[src/rtl/uv_dbg_pkg.sv]
// Shared definitions for the debug bus initiator: FSM encoding, exception
// codes and the command length width.
package uv_dbg_pkg;

    typedef enum logic [1:0] {
        ST_IDLE  = 2'd0,
        ST_REQ   = 2'd1,
        ST_RSP   = 2'd2,
        ST_STALE = 2'd3
    } dbg_state_e;

    localparam logic [1:0] EXCP_OK  = 2'b00;
    localparam logic [1:0] EXCP_TMO = 2'b11;

    localparam int CMD_LEN_W = 8;

endpackage

[src/rtl/uv_dbg_res_slot.sv]
// One-entry result register. A load in the same cycle as a drain keeps the
// slot valid and holds the newly loaded beat.
module uv_dbg_res_slot #(
    parameter int DLEN = 32
) (
    input  logic            clk,
    input  logic            rst_n,
    input  logic            load_i,
    input  logic [1:0]      excp_i,
    input  logic [DLEN-1:0] data_i,
    input  logic            last_i,
    input  logic            rdy_i,
    output logic            vld_o,
    output logic [1:0]      excp_o,
    output logic [DLEN-1:0] data_o,
    output logic            last_o
);

    logic            vld_q, vld_d;
    logic [1:0]      excp_q, excp_d;
    logic [DLEN-1:0] data_q, data_d;
    logic            last_q, last_d;

    always_comb begin
        vld_d  = vld_q;
        excp_d = excp_q;
        data_d = data_q;
        last_d = last_q;
        if (vld_q && rdy_i) begin
            vld_d = 1'b0;
        end
        if (load_i) begin
            vld_d  = 1'b1;
            excp_d = excp_i;
            data_d = data_i;
            last_d = last_i;
        end
    end

    always_ff @(posedge clk or negedge rst_n) begin
        if (!rst_n) begin
            vld_q  <= 1'b0;
            excp_q <= '0;
            data_q <= '0;
            last_q <= 1'b0;
        end else begin
            vld_q  <= vld_d;
            excp_q <= excp_d;
            data_q <= data_d;
            last_q <= last_d;
        end
    end

    assign vld_o  = vld_q;
    assign excp_o = excp_q;
    assign data_o = data_q;
    assign last_o = last_q;

endmodule

[src/rtl/uv_dbg_mst.sv]
// Debug bus initiator: turns single/burst commands into one-at-a-time
// dbg_req/dbg_rsp transactions, with auto-increment, abort on error and timeout.
module uv_dbg_mst
    import uv_dbg_pkg::*;
#(
    parameter int ALEN    = 12,
    parameter int DLEN    = 32,
    parameter int MLEN    = DLEN / 8,
    parameter int TMO_CYC = 256,
    parameter int TMO_W   = 9
) (
    input  logic                 clk,
    input  logic                 rst_n,
    input  logic                 cmd_vld,
    output logic                 cmd_rdy,
    input  logic                 cmd_read,
    input  logic [ALEN-1:0]      cmd_addr,
    input  logic [MLEN-1:0]      cmd_mask,
    input  logic [DLEN-1:0]      cmd_data,
    input  logic [CMD_LEN_W-1:0] cmd_len,
    output logic                 res_vld,
    input  logic                 res_rdy,
    output logic [1:0]           res_excp,
    output logic [DLEN-1:0]      res_data,
    output logic                 res_last,
    input  logic                 stale_clr,
    output logic                 dbg_req_vld,
    input  logic                 dbg_req_rdy,
    output logic                 dbg_req_read,
    output logic [ALEN-1:0]      dbg_req_addr,
    output logic [MLEN-1:0]      dbg_req_mask,
    output logic [DLEN-1:0]      dbg_req_data,
    input  logic                 dbg_rsp_vld,
    output logic                 dbg_rsp_rdy,
    input  logic [1:0]           dbg_rsp_excp,
    input  logic [DLEN-1:0]      dbg_rsp_data
);

    localparam logic             TMO_EN   = (TMO_CYC != 0);
    localparam logic [TMO_W-1:0] TMO_LAST = TMO_W'(TMO_CYC - 1);

    dbg_state_e           state_q, state_d;
    logic                 read_q, read_d;
    logic [ALEN-1:0]      addr_q, addr_d;
    logic [MLEN-1:0]      mask_q, mask_d;
    logic [DLEN-1:0]      data_q, data_d;
    logic [CMD_LEN_W-1:0] cnt_q, cnt_d;
    logic [TMO_W-1:0]     tmo_q, tmo_d;

    logic            slot_free, cmd_fire, rsp_fire, beat_last, tmo_hit;
    logic            res_load, res_load_last;
    logic [1:0]      res_load_excp;
    logic [DLEN-1:0] res_load_data;

    // A draining slot counts as free so a new beat can land in the same cycle.
    assign slot_free = ~res_vld | res_rdy;
    assign cmd_fire  = cmd_vld & cmd_rdy;
    assign rsp_fire  = dbg_rsp_vld & dbg_rsp_rdy;
    assign beat_last = (cnt_q == '0) | (dbg_rsp_excp != EXCP_OK);
    assign tmo_hit   = TMO_EN & (state_q == ST_RSP) & ~dbg_rsp_vld & slot_free
                     & (tmo_q == TMO_LAST);

    always_ff @(posedge clk or negedge rst_n) begin
        if (!rst_n) begin
            state_q <= ST_IDLE;
        end else begin
            state_q <= state_d;
        end
    end

    always_comb begin
        state_d = state_q;
        unique case (state_q)
            ST_IDLE:  if (cmd_fire) state_d = ST_REQ;
            ST_REQ:   if (dbg_req_rdy) state_d = ST_RSP;
            ST_RSP: begin
                if (rsp_fire) begin
                    state_d = beat_last ? ST_IDLE : ST_REQ;
                end else if (tmo_hit) begin
                    state_d = ST_STALE;
                end
            end
            ST_STALE: if (rsp_fire || stale_clr) state_d = ST_IDLE;
            default:  state_d = ST_IDLE;
        endcase
    end

    always_comb begin
        cmd_rdy     = 1'b0;
        dbg_req_vld = 1'b0;
        dbg_rsp_rdy = 1'b0;
        unique case (state_q)
            ST_IDLE:  cmd_rdy     = ~res_vld;
            ST_REQ:   dbg_req_vld = 1'b1;
            ST_RSP:   dbg_rsp_rdy = slot_free;
            ST_STALE: dbg_rsp_rdy = 1'b1;
            default:  ;
        endcase
    end

    always_comb begin
        read_d = read_q;
        addr_d = addr_q;
        mask_d = mask_q;
        data_d = data_q;
        cnt_d  = cnt_q;
        tmo_d  = tmo_q;
        if (cmd_fire) begin
            read_d = cmd_read;
            addr_d = cmd_addr;
            mask_d = cmd_mask;
            data_d = cmd_data;
            cnt_d  = cmd_len;
        end
        if (state_q == ST_REQ && dbg_req_rdy) begin
            tmo_d = '0;
        end
        if (state_q == ST_RSP) begin
            if (rsp_fire && !beat_last) begin
                addr_d = addr_q + ALEN'(MLEN);
                cnt_d  = cnt_q - CMD_LEN_W'(1);
            end
            if (TMO_EN && !dbg_rsp_vld && slot_free) begin
                tmo_d = tmo_q + TMO_W'(1);
            end
        end
    end

    always_ff @(posedge clk or negedge rst_n) begin
        if (!rst_n) begin
            read_q <= 1'b0;
            addr_q <= '0;
            mask_q <= '0;
            data_q <= '0;
            cnt_q  <= '0;
            tmo_q  <= '0;
        end else begin
            read_q <= read_d;
            addr_q <= addr_d;
            mask_q <= mask_d;
            data_q <= data_d;
            cnt_q  <= cnt_d;
            tmo_q  <= tmo_d;
        end
    end

    assign dbg_req_read = read_q;
    assign dbg_req_addr = addr_q;
    assign dbg_req_mask = mask_q;
    assign dbg_req_data = data_q;

    // Responses accepted in STALE are the late answer to a timed-out beat: dropped.
    assign res_load      = (state_q == ST_RSP) & (rsp_fire | tmo_hit);
    assign res_load_excp = tmo_hit ? EXCP_TMO : dbg_rsp_excp;
    assign res_load_data = tmo_hit ? '0 : dbg_rsp_data;
    assign res_load_last = tmo_hit | beat_last;

    uv_dbg_res_slot #(
        .DLEN (DLEN)
    ) u_res_slot (
        .clk    (clk),
        .rst_n  (rst_n),
        .load_i (res_load),
        .excp_i (res_load_excp),
        .data_i (res_load_data),
        .last_i (res_load_last),
        .rdy_i  (res_rdy),
        .vld_o  (res_vld),
        .excp_o (res_excp),
        .data_o (res_data),
        .last_o (res_last)
    );

endmodule
[config.mk]
export PLATFORM = sky130hd
export DESIGN_NAME = uv_dbg_mst
export DESIGN_NICKNAME = d
export VERILOG_FILES = /design/src/rtl/uv_dbg_pkg.sv /design/src/rtl/uv_dbg_res_slot.sv /design/src/rtl/uv_dbg_mst.sv
export SDC_FILE = /design/constraint.sdc
export NUM_CORES = 1
export LEC_CHECK = 0
export ABC_AREA = 1
export BUFFER_PORTS_ARGS = -buffer_cell sky130_fd_sc_hd__buf_2
export CORE_UTILIZATION = 45
export CTS_CLUSTER_DIAMETER = 50
export CTS_CLUSTER_SIZE = 40
export DETAILED_ROUTE_END_ITERATION = 12
export HOLD_SLACK_MARGIN = 0.15
export MAX_ROUTING_LAYER = met4
export PLACE_DENSITY = 0.75
export SLEW_MARGIN = 10
export SYNTH_ARGS = -nofsm -noshare
export SYNTH_HDL_FRONTEND = slang
export SYNTH_SLANG_ARGS = --single-unit
[constraint.sdc]
create_clock -name clk -period 5.41 [get_ports clk]
set_input_delay 0.2705 -clock clk [delete_from_list [all_inputs] [get_ports clk]]
set_output_delay 0.2705 -clock clk [all_outputs]
set_load 0.005 [all_outputs]
Yosys cells after proc, flatten, opt, wreduce, memory -nomap -nowiden

Index checks and enable logic that the tools add are counted.
Widths: inputs -> output; s select.

Latch bits: 0
Memories: 0
Word-level logic and storage cells: 69
Memory bits (read-only): 0
Flip-flop bits (word level): 104
Bits in writable memories: 0

Equality and inequality tests: 8
Bitwise logic cells: 12
Multipliers: 0
Shift operators: 0
Magnitude comparators: 0
Reduce and logical (&&, ||, !) cells: 12
Div/mod/pow operators: 0
Add/sub/neg operators: 3
Muxes and demuxes: 23

Operator list:

| kind                  | count |
|---|---|
| $mux 12               | 3 |
| $mux 32               | 1 |
| $mux 9                | 3 |
| $mux 8                | 3 |
| $add 12x3->12 const B | 1 |
| $mux 2                | 6 |
| $add 9x1->9 const B   | 1 |
| $eq 9x8->1 const B    | 1 |
| $logic_not 8->1       | 1 |
| $pmux 2 s4            | 1 |
| $sub 8x1->8 const B   | 1 |
| $and 1x1->1           | 6 |
| $ne 2x2->1 const B    | 3 |
| $mux 1                | 5 |
| $eq 2x2->1 const B    | 2 |
| $logic_and 1x1->1     | 4 |
| $or 1x1->1            | 4 |
| $reduce_and 4->1      | 1 |
| $reduce_bool 2->1     | 2 |
| $ne 3x3->1 const B    | 1 |
| $eq 2x1->1 const B    | 1 |
| $logic_not 1->1       | 2 |
| $logic_not 2->1       | 1 |
| $not 1->1             | 2 |
| 2 further kinds       | 2 |

Logic depth before layout (Yosys ltp)

Word-level depth: 7
Mapped depth: 10
Depth with buffers taken out: 9

Modules after synthesis

From an unflattened synthesis, not the netlist that was laid out.

Cells, all modules: 687
Area total of the unflattened synthesis: 5202.5 µm²

Modules (own cells, without submodules):

| module          | area an instance (µm²) | instances | cells each |
|---|---|---|---|
| uv_dbg_mst      | 3782.4                 | 1         | 535 |
| uv_dbg_res_slot | 1420.1                 | 1         | 152 |

Worst setup path after synthesis

Ideal clock, no wire load.

Path type: flip-flop to flip-flop
Start point: register tmo_q[0]
End point: register u_res_slot.data_q[5] (netlist: u_res_slot.data_o[5])
Slack: 3.691 ns
Stages on the path, launching flop included: 11
Buffers on the path: 1
Arrival: 1.602 ns
Setup time: 0.117 ns
Cell sequence: dfrtp_1 -> ha_1 -> nand2_1 -> nor4_1 -> ha_1 -> nand4_4 -> nand2_2 -> nand2_4 -> buf_6 -> nand2_1 -> o21ai_2

Cells in the longest elaborated chain, start to end: 4

RTL lines:

| item                   | RTL line              | text |
|---|---|---|
| start, declared        | uv_dbg_mst.sv:48      | `logic [TMO_W-1:0] tmo_q, tmo_d;` |
| start signal, assigned | uv_dbg_mst.sv:143     | `tmo_q <= tmo_d;` |
| $eq 9x8->1 (*)         | uv_dbg_mst.sv:61      | `& (tmo_q == TMO_LAST);` |
| $and 1x1->1 (*)        | uv_dbg_mst.sv:61      |  |
| $or 1x1->1             | uv_dbg_mst.sv:153     | `assign res_load = (state_q == ST_RSP) & (rsp_fire \| tmo_hit);` |
| $and 1x1->1            | uv_dbg_mst.sv:153     |  |
| end signal, assigned   | uv_dbg_res_slot.sv:49 | `data_q <= data_d;` |
| end, declared          | uv_dbg_res_slot.sv:21 | `logic [DLEN-1:0] data_q, data_d;` |

Mark *: on every way between the ends. The rest lies on a longest branch, timed or not.
A chain may end at the register's enable or synchronous reset.

Final worst setup path

Start point: register tmo_q[0]
End point: register u_res_slot.data_q[19] (netlist: u_res_slot.data_o[19])

Same word-level chain as after synthesis.

==> flow_metrics.tcl <==
set metrics [dict create \
    status "complete, but fails checks" \
    violations "DRC" \
    num_rows 38 \
    drv_cap 0 \
    yosysWarningCount 0 \
    synthCells 523 \
    drive_above_1_share_pct 35.66 \
    clock_skew_ps 12.89 \
    setup_viol 0 \
    grt_overflow 0 \
    power_density_mw_per_mm2 479.0 \
    dr.first_iter.drc_count 266 \
    arrival_ps 3050 \
    crit_type "register to register" \
    grt_pass1_wl_mm 20.06 \
    ys_types 29 \
    synth-seq-cells 104 \
    synthesis.nets 626 \
    dpl.hpwl_mm 8.112 \
    grt_max_degree 71 \
    wl_per_cell_um 13.98 \
    dieHeight_um 107.5 \
    die_width_um 107.5 \
    drc 2 \
    required_ps 5650 \
    postSynthAreaPerCell_um2 9.574 \
    rr_worst_depth 9 \
    min_delay_path_depth 3 \
    clk_latency_ps 380 \
    nets 872 \
    slew-limit-headroom_pct 37.15 \
    cts_root_buf "clkbuf_8" \
    tightest_slew_ps 935.6 \
    path_clk_slew_ps 100 \
    antenna_found_initial 0 \
    endpoint_kind "register" \
    hold_viol 0 \
    fin_crit_ps 2805 \
    post_cts_resized 0 \
    layout_commonest_cell "buf_2" \
    io_buffers 185 \
    wirelength_mm 12.78 \
    rrSetupSlack_ps 2600 \
    cellLeakagePower_nw 3.719 \
    syn_area_mm2 0.005007 \
    cts_max_level 3 \
    die-area_mm2 0.01155 \
    clock.fmax_mhz 356.5 \
    grt.total_usage_pct 23.14 \
    dr.pass1.iters 9 \
    whs_ps 179.7 \
    core_area_mm2 0.01084 \
    layout_worst_path_cycle_share_pct 51.85 \
    ioPinCount 186 \
    hold_class "input port to register" \
    hold_end "u_res_slot.data_o[11]$_DFFE_PN0P_" \
    antennaDiodeCount 0 \
    yosysSeqAreaShare_pct 51.97 \
    clock_path_buffers 2 \
    initial_core_util_pct 46.19 \
    rsz0062_at_grt "false" \
    cp-start-kind "register" \
    cts_sinks 104 \
    cts_tree "built" \
    via_per_inst 4.857 \
    path_max_fanout 70 \
    cts_buffers 9 \
    vias 4439 \
    final_max_slew_viol_count 0 \
    first_global_vias 4349 \
    peakVddDrop_mv 0.2637 \
    r2r_start "tmo_q[0]$_DFF_PN0_" \
    r2r_end "u_res_slot.data_o[19]$_DFFE_PN0P_" \
    gp_congestion 0.8526 \
    finalSetupTns_ps 0 \
    antenna_left 0 \
    p_total_w 0.003290 \
    hp-start "dbg_rsp_data[11]" \
    layout_common_cells "buf_2, nand2_1, dfrtp_1" \
    area.growth.synth_to_final_pct 37.18 \
]
[state kept, by name, summed over array words and instances (netlist names)]
name               flops
dbg_req_data          32
u_res_slot.data_o     32
dbg_req_addr          12
tmo_q                  9
cnt_q                  8
dbg_req_mask           4
state_q                2
u_res_slot.excp_o      2
dbg_req_read           1
u_res_slot.last_o      1
u_res_slot.vld_o       1
[Yosys cell counts]
cell	count	area share [%]
nand2_1	159	12
dfrtp_1	104	52
inv_1	45	3.4
mux2_2	32	7.2
o21ai_2	28	4.9
nand3_1	25	2.5
nor2_1	25	1.9
o21ai_0	24	2.4
buf_6	13	2.9
a21oi_1	12	1.2
o21ai_1	8	0.80
mux2_4	7	2.1
xor2_1	7	1.2
ha_1	5	1.2
buf_2	4	0.40
clkbuf_1	4	0.30
nor3_1	4	0.40
nand2_2	3	0.37
nand4_1	3	0.37
xnor2_1	2	0.35
a21oi_2	1	0.17
a31oi_1	1	0.13
buf_4	1	0.15
nand2_4	1	0.22
nand3b_1	1	0.15
nand3b_4	1	0.40
nand4_4	1	0.42
nor2_8	1	0.40
nor4_1	1	0.13
[worst max-delay path: stages, from the launching register on]
cell	delay [ps]
dfrtp_1	400
ha_1	200
nand2_1	80
nor4_1	220
ha_1	260
nand4_4	460
nand2_2	250
nand2_4	450
nand2_1	250
o21ai_2	80
[how the worst max path moves through the flow]
stage	end	slack (ps)	from	cells after the start
2_1_floorplan	u_res_slot.data_o[5]$_DFFE_PN0P_	3690	tmo_q[0]$_DFF_PN0_	10
3_3_place_gp	u_res_slot.data_o[14]$_DFFE_PN0P_	2820	tmo_q[0]$_DFF_PN0_	9
3_5_place_dp	u_res_slot.data_o[3]$_DFFE_PN0P_	2680	tmo_q[0]$_DFF_PN0_	9
4_1_cts	u_res_slot.data_o[16]$_DFFE_PN0P_	2650	tmo_q[0]$_DFF_PN0_	9
5_1_grt	u_res_slot.data_o[16]$_DFFE_PN0P_	2340	tmo_q[0]$_DFF_PN0_	9
6_report	u_res_slot.data_o[19]$_DFFE_PN0P_	2600	tmo_q[0]$_DFF_PN0_	9
[metrics by stage]
stage                     cell area [um^2]  setup slack, ps  utilization (%)  std cells
final                                 6869             2605            63.37        914
after global routing                  6869             2340            63.37        914
after CTS                             6869             2653            63.37        914
after detailed placement              5929             2677            54.70        827
after global placement                5929             2818            54.70        827
after floorplan                       5007             3691                -        523
[cell type report]
class / instances / area, um^2
clock buffers: 11 / 141.4
clock inverters: 5 / 87.58
fillers: 850 / 3971
inverters: 45 / 168.9
multi-input cells: 352 / 2047
flip-flops and latches: 104 / 2603
well taps: 140 / 175.2
repair buffers: 257 / 1647
[power breakdown]
group	switching [W]	internal, W
clock	0.000273	0.000279
sequential	0.000224	0.00113
combinational	0.000699	0.000691
total	0.00120	0.00210
[timing repair]
action	in CTS	in global routing
setup buffers	0	0
hold buffers	71	0
hold endpoints to repair	118	0
[kinds of logic after synthesis]
family,synth area share (%)
flip-flops,51.97
multiplexers,9.295
adder cells (fa/ha/maj),1.249
buffers and inverters,7.146
AND/OR/NAND/NOR,19.17
XOR/XNOR,1.574
AO/OA/AOI/OAI,9.596
[layer usage]
metal / up-vias / wire (um) / GRT usage [%]
met2: 141 / 6626 / 40.66
met4: 0 / 335 / 9.883
met5: - / 0 / -
li1: 2177 / - / -
met3: 30 / 623 / 4.358
met1: 2091 / 5190 / 25.62
No activity file was read; power rests on OpenSTA's default activity.
